==> config.mk <==
export PLATFORM = sky130hd
export DESIGN_NAME = mouse_joy_emu
export DESIGN_NICKNAME = d
export VERILOG_FILES = /design/src/rtl/mouse_joy_emu.sv
export SDC_FILE = /design/constraint.sdc
export NUM_CORES = 1
export LEC_CHECK = 0
export BUFFER_PORTS_ARGS = -buffer_cell sky130_fd_sc_hd__buf_2
export CORE_MARGIN = 3
export CORE_UTILIZATION = 54
export DETAILED_ROUTE_END_ITERATION = 8
export PLACE_DENSITY = 0.91
export SKIP_CTS_REPAIR_TIMING = 1
export SYNTH_ARGS = -nofsm -noshare
export SYNTH_HDL_FRONTEND = slang
export SYNTH_SLANG_ARGS = --single-unit
==> constraint.sdc <==
create_clock -name clk_sys -period 3 [get_ports clk_sys]
set_input_delay 0.45 -clock clk_sys [delete_from_list [all_inputs] [get_ports clk_sys]]
set_output_delay 0.45 -clock clk_sys [all_outputs]
set_load 0.03 [all_outputs]
==> src/rtl/mouse_joy_emu.sv <==
// mouse_joy_emu
// Mouse-to-analog-joystick emulator in the clk_sys domain. It integrates PS/2
// mouse deltas from hps_io into saturating signed axis positions. It selects
// the mouse path automatically whenever mouse packets arrive. The selection
// falls back to the real joystick on clear, joystick activity or when mouse
// emulation is disabled.
//
// Optional feature: define MOUSE_JOY_RECENTER_EN to recentre the axes after a
// period of mouse inactivity (adds parameters RECENTER_IDLE / RECENTER_DIV).
//
// Ports:
//   clk_sys        system clock
//   reset_n        asynchronous active-low reset
//   ps2_mouse      hps_io mouse word: [24] toggle strobe, [23:16] dy,
//                  [15:8] dx, [5] y sign, [4] x sign, [1:0] L/R buttons
//   joy_x, joy_y   signed analog joystick axes
//   joy_fire       joystick fire button
//   joy_active     any digital joystick bit set
//   mouse_disable  mouse emulation off (OSD option); "disable" is a reserved
//                  word in SystemVerilog, hence the longer name
//   clear          synchronous clear (e.g. core reset request)
//   out_x, out_y   signed AW-bit axes to the core
//   out_fire       fire to the core
//   mouse_sel      1 = outputs driven from the mouse
module mouse_joy_emu #(
    parameter int AW       = 8,
    parameter int SHIFT    = 1,
    parameter int STEP_MAX = 10
`ifdef MOUSE_JOY_RECENTER_EN
   ,parameter int RECENTER_IDLE = 2000000,
    parameter int RECENTER_DIV  = 4096
`endif
) (
    input  logic          clk_sys,
    input  logic          reset_n,
    input  logic [24:0]   ps2_mouse,
    input  logic [7:0]    joy_x,
    input  logic [7:0]    joy_y,
    input  logic          joy_fire,
    input  logic          joy_active,
    input  logic          mouse_disable,
    input  logic          clear,
    output logic [AW-1:0] out_x,
    output logic [AW-1:0] out_y,
    output logic          out_fire,
    output logic          mouse_sel
);

    localparam logic [1:0] ST_JOY   = 2'd0;
    localparam logic [1:0] ST_MOUSE = 2'd1;
`ifdef MOUSE_JOY_RECENTER_EN
    localparam logic [1:0] ST_IDLE  = 2'd2;
`endif

    localparam logic signed [9:0]    SMAX = 10'(STEP_MAX);
    localparam logic signed [AW+1:0] PMAX = (AW+2)'((2 ** (AW - 1)) - 1);
    localparam logic signed [AW+1:0] PMIN = (AW+2)'(-(2 ** (AW - 1)));

    logic [1:0]           state, state_nx;
    logic                 primed;
    logic                 stb_q;
    logic                 stb_edge;
    logic                 force_joy;
    logic                 pend;
    logic signed [9:0]    step_x, step_y;
    logic signed [AW-1:0] pos_x, pos_y, x_nx, y_nx;
    logic                 sel_nx;
    logic                 unused_bits;

    assign unused_bits = ^{ps2_mouse[7:6], ps2_mouse[3:2]};

    // 9-bit signed delta, sensitivity shift, then per-packet clamp.
    function automatic logic signed [9:0] mk_step(input logic sgn, input logic [7:0] d);
        logic signed [9:0] v;
        v = $signed({sgn, sgn, d}) >>> SHIFT;
        if (v > SMAX)
            v = SMAX;
        else if (v < -SMAX)
            v = -SMAX;
        return v;
    endfunction

    // Sum in AW+2 bits so the saturation test cannot itself overflow.
    function automatic logic signed [AW-1:0] sat_add(input logic signed [AW-1:0] p,
                                                      input logic signed [9:0]    s);
        logic signed [AW+1:0] sum;
        sum = (AW+2)'(p) + (AW+2)'(s);
        if (sum > PMAX)
            sum = PMAX;
        else if (sum < PMIN)
            sum = PMIN;
        return sum[AW-1:0];
    endfunction

`ifdef MOUSE_JOY_RECENTER_EN
    localparam int IW = $clog2(RECENTER_IDLE + 1);
    localparam int DW = $clog2(RECENTER_DIV + 1);

    logic [IW-1:0] idle_cnt;
    logic [DW-1:0] div_cnt;
    logic          idle_done;
    logic          div_tick;

    assign idle_done = (idle_cnt == IW'(RECENTER_IDLE - 1));
    assign div_tick  = (div_cnt == DW'(RECENTER_DIV - 1));

    function automatic logic [AW-1:0] toward_zero(input logic [AW-1:0] p);
        if (p == '0)
            return p;
        else if (p[AW-1])
            return p + AW'(1);
        else
            return p - AW'(1);
    endfunction
`endif

    assign force_joy = clear | joy_active | mouse_disable;
    // No edge on the priming cycle: stb_q still holds its reset value then.
    assign stb_edge  = primed & (ps2_mouse[24] != stb_q);
    assign mouse_sel = (state != ST_JOY);
    assign sel_nx    = (state_nx != ST_JOY);

    // Deltas are registered on the edge cycle and applied one cycle later;
    // a force on either cycle wins over the pending update.
    always_comb begin
        state_nx = state;
        x_nx     = pos_x;
        y_nx     = pos_y;
        if (force_joy) begin
            state_nx = ST_JOY;
            x_nx     = '0;
            y_nx     = '0;
        end else if (pend) begin
            state_nx = ST_MOUSE;
            x_nx     = sat_add(pos_x, step_x);
            y_nx     = sat_add(pos_y, -step_y);
        end
`ifdef MOUSE_JOY_RECENTER_EN
        else if (state == ST_MOUSE && idle_done) begin
            state_nx = ST_IDLE;
        end else if (state == ST_IDLE && div_tick) begin
            x_nx = toward_zero(pos_x);
            y_nx = toward_zero(pos_y);
        end
`endif
    end

    always_ff @(posedge clk_sys or negedge reset_n) begin
        if (!reset_n) begin
            state    <= ST_JOY;
            primed   <= 1'b0;
            stb_q    <= 1'b0;
            pend     <= 1'b0;
            step_x   <= '0;
            step_y   <= '0;
            pos_x    <= '0;
            pos_y    <= '0;
            out_x    <= '0;
            out_y    <= '0;
            out_fire <= 1'b0;
        end else begin
            primed   <= 1'b1;
            stb_q    <= ps2_mouse[24];
            pend     <= stb_edge & ~force_joy;
            step_x   <= mk_step(ps2_mouse[4], ps2_mouse[15:8]);
            step_y   <= mk_step(ps2_mouse[5], ps2_mouse[23:16]);
            state    <= state_nx;
            pos_x    <= x_nx;
            pos_y    <= y_nx;
            // Output select follows the next state so a forced switch to the
            // joystick shows up on the very next cycle.
            out_x    <= sel_nx ? pos_x : AW'(joy_x) << (AW - 8);
            out_y    <= sel_nx ? pos_y : AW'(joy_y) << (AW - 8);
            out_fire <= sel_nx ? |ps2_mouse[1:0] : joy_fire;
        end
    end

`ifdef MOUSE_JOY_RECENTER_EN
    always_ff @(posedge clk_sys or negedge reset_n) begin
        if (!reset_n) begin
            idle_cnt <= '0;
            div_cnt  <= '0;
        end else begin
            if (force_joy || pend || state != ST_MOUSE)
                idle_cnt <= '0;
            else if (!idle_done)
                idle_cnt <= idle_cnt + 1'b1;

            if (state == ST_IDLE && !force_joy && !pend)
                div_cnt <= div_tick ? '0 : div_cnt + 1'b1;
            else
                div_cnt <= '0;
        end
    end
`endif

endmodule
==> impl_results.md, run 1 <==
* Initial Util at between 50% and 60%
* Post-synth EDFFs at 0
* All-layer global routing usage at between 15 and 20%
* Avg Cell Area, Syn at around 11 um2
* Num CTS Buffers at 5
* Syn nets at around 330
* Drt pass-1 iters at 4
* Routed WL at around 5300 um
* Core Region at around 0.0049 mm2
* Top_reg_cell synth: dfrtp_1
* Die area at about 0.0062 mm2
* TritonCTS Sinks at between 50 and 60
* Most frequent cells in the layout: 58 x buf_2, 54 x dfrtp_1, 28 x nor2_1, 18 x ha_1
* TritonCTS clock tree: built
* Fin. Hold Viols at 0
* Worst-Margin Slew at 1.10 ns
* Min Tclk post-route at roughly 2.4 ns
* Max FO, Critical Path at 7
* Most common cell after layout, fill and taps aside: buf_2
* Vias per cell at 5.40
* Skew-Pair Late Insertion Delay at around 0.30 ns
* Peak Freq at 416 MHz
* Synth async-reset ratio at 100%
* Post-synthesis sequential area ratio at 47.1%
* CTS root buf: clkbuf_8
* Pin count of the biggest net entering global routing at 55
* PD cells at about 400 mW/mm2
* Synthesis-to-layout area growth at 15.8%
* Worst EP required at ~3.2 ns
* Max-slew violations at 0
* Final worst setup slack at around 0.60 ns
* Yosys reg bits at between 50 and 60
* Leak Pwr at 1.70 nW
* I/O Buffers at a little under 60
* Clk slew on worst S/H paths at roughly 0.090 ns
* Synth warnings at 0
* Vias in the first global route at 2029
* Slew headroom at 26.5%
* Initial antenna violation count at 0
* Die W at a little under 80 um
* DRC at 0
* Max clock buf depth at 2
* Share of cells above drive strength 1 at approximately 29%
* Antenna Cells at 0
* Setup TNS at 0 ns
* WS Path Type: reg -> reg
* CP delay by family, top: compound AO/OA/AOI/OAI gates
* Worst path bufs/invs at 0
* Chip Height at 78.9 um
* Final net count at between 300 and 400
* Library cells used by synthesis at 46
* Largest stage delay on the critical path at around 0.43 ns
* Startpoint types: flop
* Outcome: finished clean
* Ratio of final minimum period to clock period at 80.1%
* Remaining global-route overflow at 0
* Initial drt markers at 175
* VDD IR max at 0.000199 V
* Via Count at roughly 2100
* Synth Cell Area at around 0.0029 mm2
* Syn Inst Count at 261
* Worst Hold Class: in -> reg
* Post-Place Setup Slack at 0.704 ns
* Max-cap violations at 0
* Critical-path top delay cell: dfrtp_1
* Worst EP arrival at about 2.6 ns
* WL per Instance at approximately 14 um
* Fill cells at roughly 370
* Critical Path End Type: flop
* RD Place Congestion at 0.866
* Final Skew at roughly 0.0084 ns
* First-pass GRT wire length at around 9100 um
* Ports at 65
* Setup Viol. Count Final at 0
* CP Cell Sequence: ha_1 > fa_1 > a211oi_1 > o211a_1 > o21ai_1 > a31oi_2 > a21oi_1 > a31oi_1
* RSZ-0062 raised after global routing: no
* Rows at 25
* Utilization after layout at approximately two thirds
* CTS H-Tree Depth at 2
* Post-DP HPWL at 4090 um
* Routed Antenna Nets at 0
## Yosys cell counts (4+ instances only)
master   count  area, um2
o21a_1       5       37.5
nand3_1      4       20.0
mux2_4      14        210
nand2_1     14       52.6
xnor2_1      4       35.0
o21ai_0      6       30.0
a31oi_1      5       31.3
inv_1       16       60.1
ha_1        18        225
a22oi_1      4       30.0
a21o_1       7       52.6
a21oi_1     16       80.1
xor2_1       6       52.6
nor2b_1      4       25.0
o21ai_1      7       35.0
a221o_1      4       40.0
dfrtp_1     54       1350
nor2_1      28        105
## worst reg2reg max path: cells and delay by family (launching register included)
family / cells / cell delay, ns
adders and majority gates: 2 / 0.66
DFF: 1 / 0.43
AOI/OAI and AO/OA: 6 / 1.24
## state kept, by name, indices dropped and copies added (netlist names), 2 cells and up
register / cells
pos_y: 8
step_y: 8
out_y: 8
out_x: 8
step_x: 8
state: 2
pos_x: 8
## layout make-up
type,instances,area [um2],area share [%]
clock buffer,5,68.8,2.07
clock inverter,3,21.3,0.640
inverter,16,60.1,1.81
multi-input combinational,188,1430,43.1
sequential,54,1350,40.7
tap,67,83.8,2.52
timing repair buffer,60,305,9.19
## per-layer routing
| layer | share of wire (%) | GRT usage [%] |
|---|---|---|
| met1 | 46 | 24.3 |
| met2 | 47 | 30.6 |
| met3 | 6.4 | 3.63 |
| met4 | 0.54 | 3.95 |
| met5 | 0 | 0 |
## path summary, 6_finish.rpt
check	startpoint	endpoint	slack (ns)	depth (start not counted)
max in group asynchronous	reset_n	pos_y[7]	1.98	1
setup reg to reg	pos_x[0]	pos_x[1]	0.60	8
setup / recovery	pos_x[0]	pos_x[1]	0.60	8
min in group asynchronous	reset_n	step_y[6]	0.36	1
hold reg to reg	primed	pend	0.48	1
hold / removal	ps2_mouse[24]	stb_q	0.29	1
## power by group
group          internal [W]  total (W)  switching, W  leakage, nW
sequential         0.000756   0.000767     0.0000103        0.678
clock              0.000164   0.000391      0.000227       0.0441
combinational     0.0000832   0.000197      0.000114        0.977
## per-stage QoR
step / total power [W] / instances / hold WS, ns / cell area (um2)
global route: 0.00143 / 393 / 0.279 / 3320
floorplan: 0.000901 / 261 / 0.154 / 2870
finish: 0.00136 / 393 / 0.286 / 3320
global placement: 0.000971 / 385 / 0.453 / 3230
detailed placement: 0.000978 / 385 / 0.463 / 3230
CTS: 0.00137 / 393 / 0.281 / 3320
## cells by family (layout without fill, tap and decap cells)
group           after synthesis  after routing  share of synthesized area, %
xor+xnor                     10             10                          3.05
buf+inv                      19             84                          3.01
other cells                   1              1                         0.131
compound gates               72             72                          17.5
mux                          14             14                          7.33
simple gates                 71             71                          12.6
flops                        54             54                          47.1
fa+ha+maj                    20             20                          9.25
(Power assumes the default switching activity.)
==> inputs of run 2 (changes only) <==
--- a/config.mk
+++ b/config.mk
@@ -7,9 +7,9 @@
 export LEC_CHECK = 0
 export BUFFER_PORTS_ARGS = -buffer_cell sky130_fd_sc_hd__buf_2
 export CORE_MARGIN = 3
-export CORE_UTILIZATION = 54
+export CORE_UTILIZATION = 49
 export DETAILED_ROUTE_END_ITERATION = 8
-export PLACE_DENSITY = 0.91
+export PLACE_DENSITY = 0.87
 export SKIP_CTS_REPAIR_TIMING = 1
 export SYNTH_ARGS = -nofsm -noshare
 export SYNTH_HDL_FRONTEND = slang
==> constraint.sdc (replaced) <==
create_clock -name clk_sys -period 1.9 [get_ports clk_sys]
set_input_delay 0.285 -clock clk_sys [delete_from_list [all_inputs] [get_ports clk_sys]]
set_output_delay 0.285 -clock clk_sys [all_outputs]
set_load 0.03 [all_outputs]
==> run 2 against run 1 <==
- the flow now finishes with violations (setup timing)
- final cell count up 11%
- sequential share of layout area decreased by 4.7 points
- routed wire length rose by 21%
- first-iteration DRC count decreased by 4.6%
- critical path depth rose by 1
- sequential power rose by 58%
- clock-buffer cell count unchanged
- worst hold slack lost 0.18 ns
- via count rose by 10%
- non-clock buffer count grew 39
- global-route usage grew 0.45 points
- critical endpoint is now pos_x[2]
==> impl_results.md, run 2 (synthesis gave the netlist of run 1 again) <==
* Outcome: complete, but fails checks
* Failing checks: setup timing
* WL per Instance at ~15 um
* Pin count of the biggest net entering global routing at 33
* WS Path Type: reg -> reg
* RD Place Congestion at approximately 0.85
* CTS H-Tree Depth at 2
* Clk slew on worst S/H paths at approximately 0.1 ns
* TritonCTS clock tree: built
* Setup Viol. Count Final at 14
* Worst EP arrival at about 2.4 ns
* Most frequent cells in the layout: 58 x buf_2, 54 x dfrtp_1, 37 x buf_4, 28 x nor2_1
* Peak Freq at ~460 MHz
* Final worst setup slack at -0.296 ns
* RSZ-0062 raised after global routing: yes
* Max-slew violations at 0
* Max FO, Critical Path at 3
* VDD IR max at approximately 0.00033 V
* Worst EP required at ~2.1 ns
* Met3 Use GR at 2.60%
* Max-cap violations at 0
* First-pass GRT wire length at roughly 9700 um
* Initial antenna violation count at 0
* CTS root buf: clkbuf_8
* Max clock buf depth at 2
* Antenna Cells at 0
* Min Tclk post-route at 2.20 ns
* Synthesis-to-layout area growth at 31.1%
* I/O Buffers at 58
* Final net count at 431
* Ports at 65
* Grt peak-use layer: met2
* Routed WL at ~6400 um
* Die area at slightly below 0.007 mm2
* Slew headroom at approximately 66%
* Startpoint types: flop
* Post-DP HPWL at roughly 4700 um
* Most common cell after layout, fill and taps aside: buf_2
* Met1 usage at between 20% and 30%
* Num CTS Buffers at 5
* Rows at 27
* CP Cell Sequence: ha_4 > fa_2 > a211oi_2 > o211a_1 > o21ai_1 > a31oi_2 > buf_4 > a21oi_1 > a31oi_1
* Vias per cell at 5.35
* Core Region at ~0.0056 mm2
* Fin. Hold Viols at 0
* Share of cells above drive strength 1 at 40.3%
* Skew-Pair Late Insertion Delay at approximately 0.31 ns
* TritonCTS Sinks at 54
* Worst Hold Class: in -> reg
* Vias in the first global route at ~2100
* Worst-Margin Slew at slightly above 0.5 ns
* Die W at 82.5 um
* Drt pass-1 iters at 5
* Utilization after layout at 67.5%
* PD cells at 624 mW/mm2
* Initial drt markers at between 150 and 200
* Remaining global-route overflow at 0
* Critical Path End Type: flop
* Post-Place Setup Slack at -0.282 ns
* Routed Antenna Nets at 0
* All-layer global routing usage at a little under a fifth
* Initial Util at 51.5%
* Largest stage delay on the critical path at between 0.4 and 0.5 ns
* Ratio of final minimum period to clock period at 116%
* Met2 GRT Util at a little under a third
* Fill cells at 391
* Final Skew at between 0.008 and 0.009 ns
* DRC at 0
* Chip Height at approximately 83 um
* Via Count at ~2300
* Critical-path top delay cell: dfrtp_1
* Leak Pwr at 1.93 nW
-- run 2: worst paths after layout --
kind / to / depth (start not counted) / start / slack [ns]
setup / recovery: pos_x[2] / 9 / pos_x[0] / -0.30
hold / removal: stb_q / 1 / ps2_mouse[24] / 0.11
setup reg to reg: pos_x[2] / 9 / pos_x[0] / -0.30
hold reg to reg: pend / 1 / primed / 0.49
max in group asynchronous: step_y[1] / 3 / reset_n / 0.90
min in group asynchronous: out_x[5] / 2 / reset_n / 0.46
-- run 2: metal layers --
| metal | part of all wire [%] | wire length (um) | up-vias |
|---|---|---|---|
| met5 | 0 | 0 | - |
| met4 | 1.1 | 72 | 0 |
| met3 | 6.7 | 433 | 8 |
| met2 | 48 | 3060 | 95 |
| met1 | 44 | 2850 | 1093 |
| li1 | - | - | 1142 |
-- run 2: worst max-delay path, delay by kind of cell, from the launching register on --
kind	cells	cell delay, ns
buffers and inverters	1	0.16
adders and majority gates	2	0.60
AOI/OAI and AO/OA	6	0.93
DFF	1	0.43
-- run 2: where the power goes --
part / leakage (nW) / switching [W] / total [W] / internal, W
registers: 0.678 / 0.0000159 / 0.00121 / 0.00119
logic: 1.20 / 0.000198 / 0.000364 / 0.000167
clock network: 0.0585 / 0.000378 / 0.000773 / 0.000395
-- run 2: layout make-up --
cell class | count | area (um2) | area share (%)
multi-input cells | 188 | 1520 | 40.3
flip-flops and latches | 54 | 1350 | 35.9
repair buffers | 99 | 629 | 16.7
well taps | 72 | 90.1 | 2.40
clock buffers | 5 | 68.8 | 1.83
inverters | 16 | 60.1 | 1.60
clock inverters | 3 | 43.8 | 1.16
-- run 2: metrics by stage --
stage	area (um2)	hold slack (ns)	power (W)	std cells	TNS, ns
floorplan	2880	-0.0106	0.00142	261	-0.962
global placement	3530	0.278	0.00156	424	-2.20
detailed placement	3530	0.285	0.00158	424	-3.05
CTS	3650	-0.0653	0.00235	432	-3.49
global route	3760	0.116	0.00245	437	-5.09
finish	3760	0.108	0.00235	437	-3.68
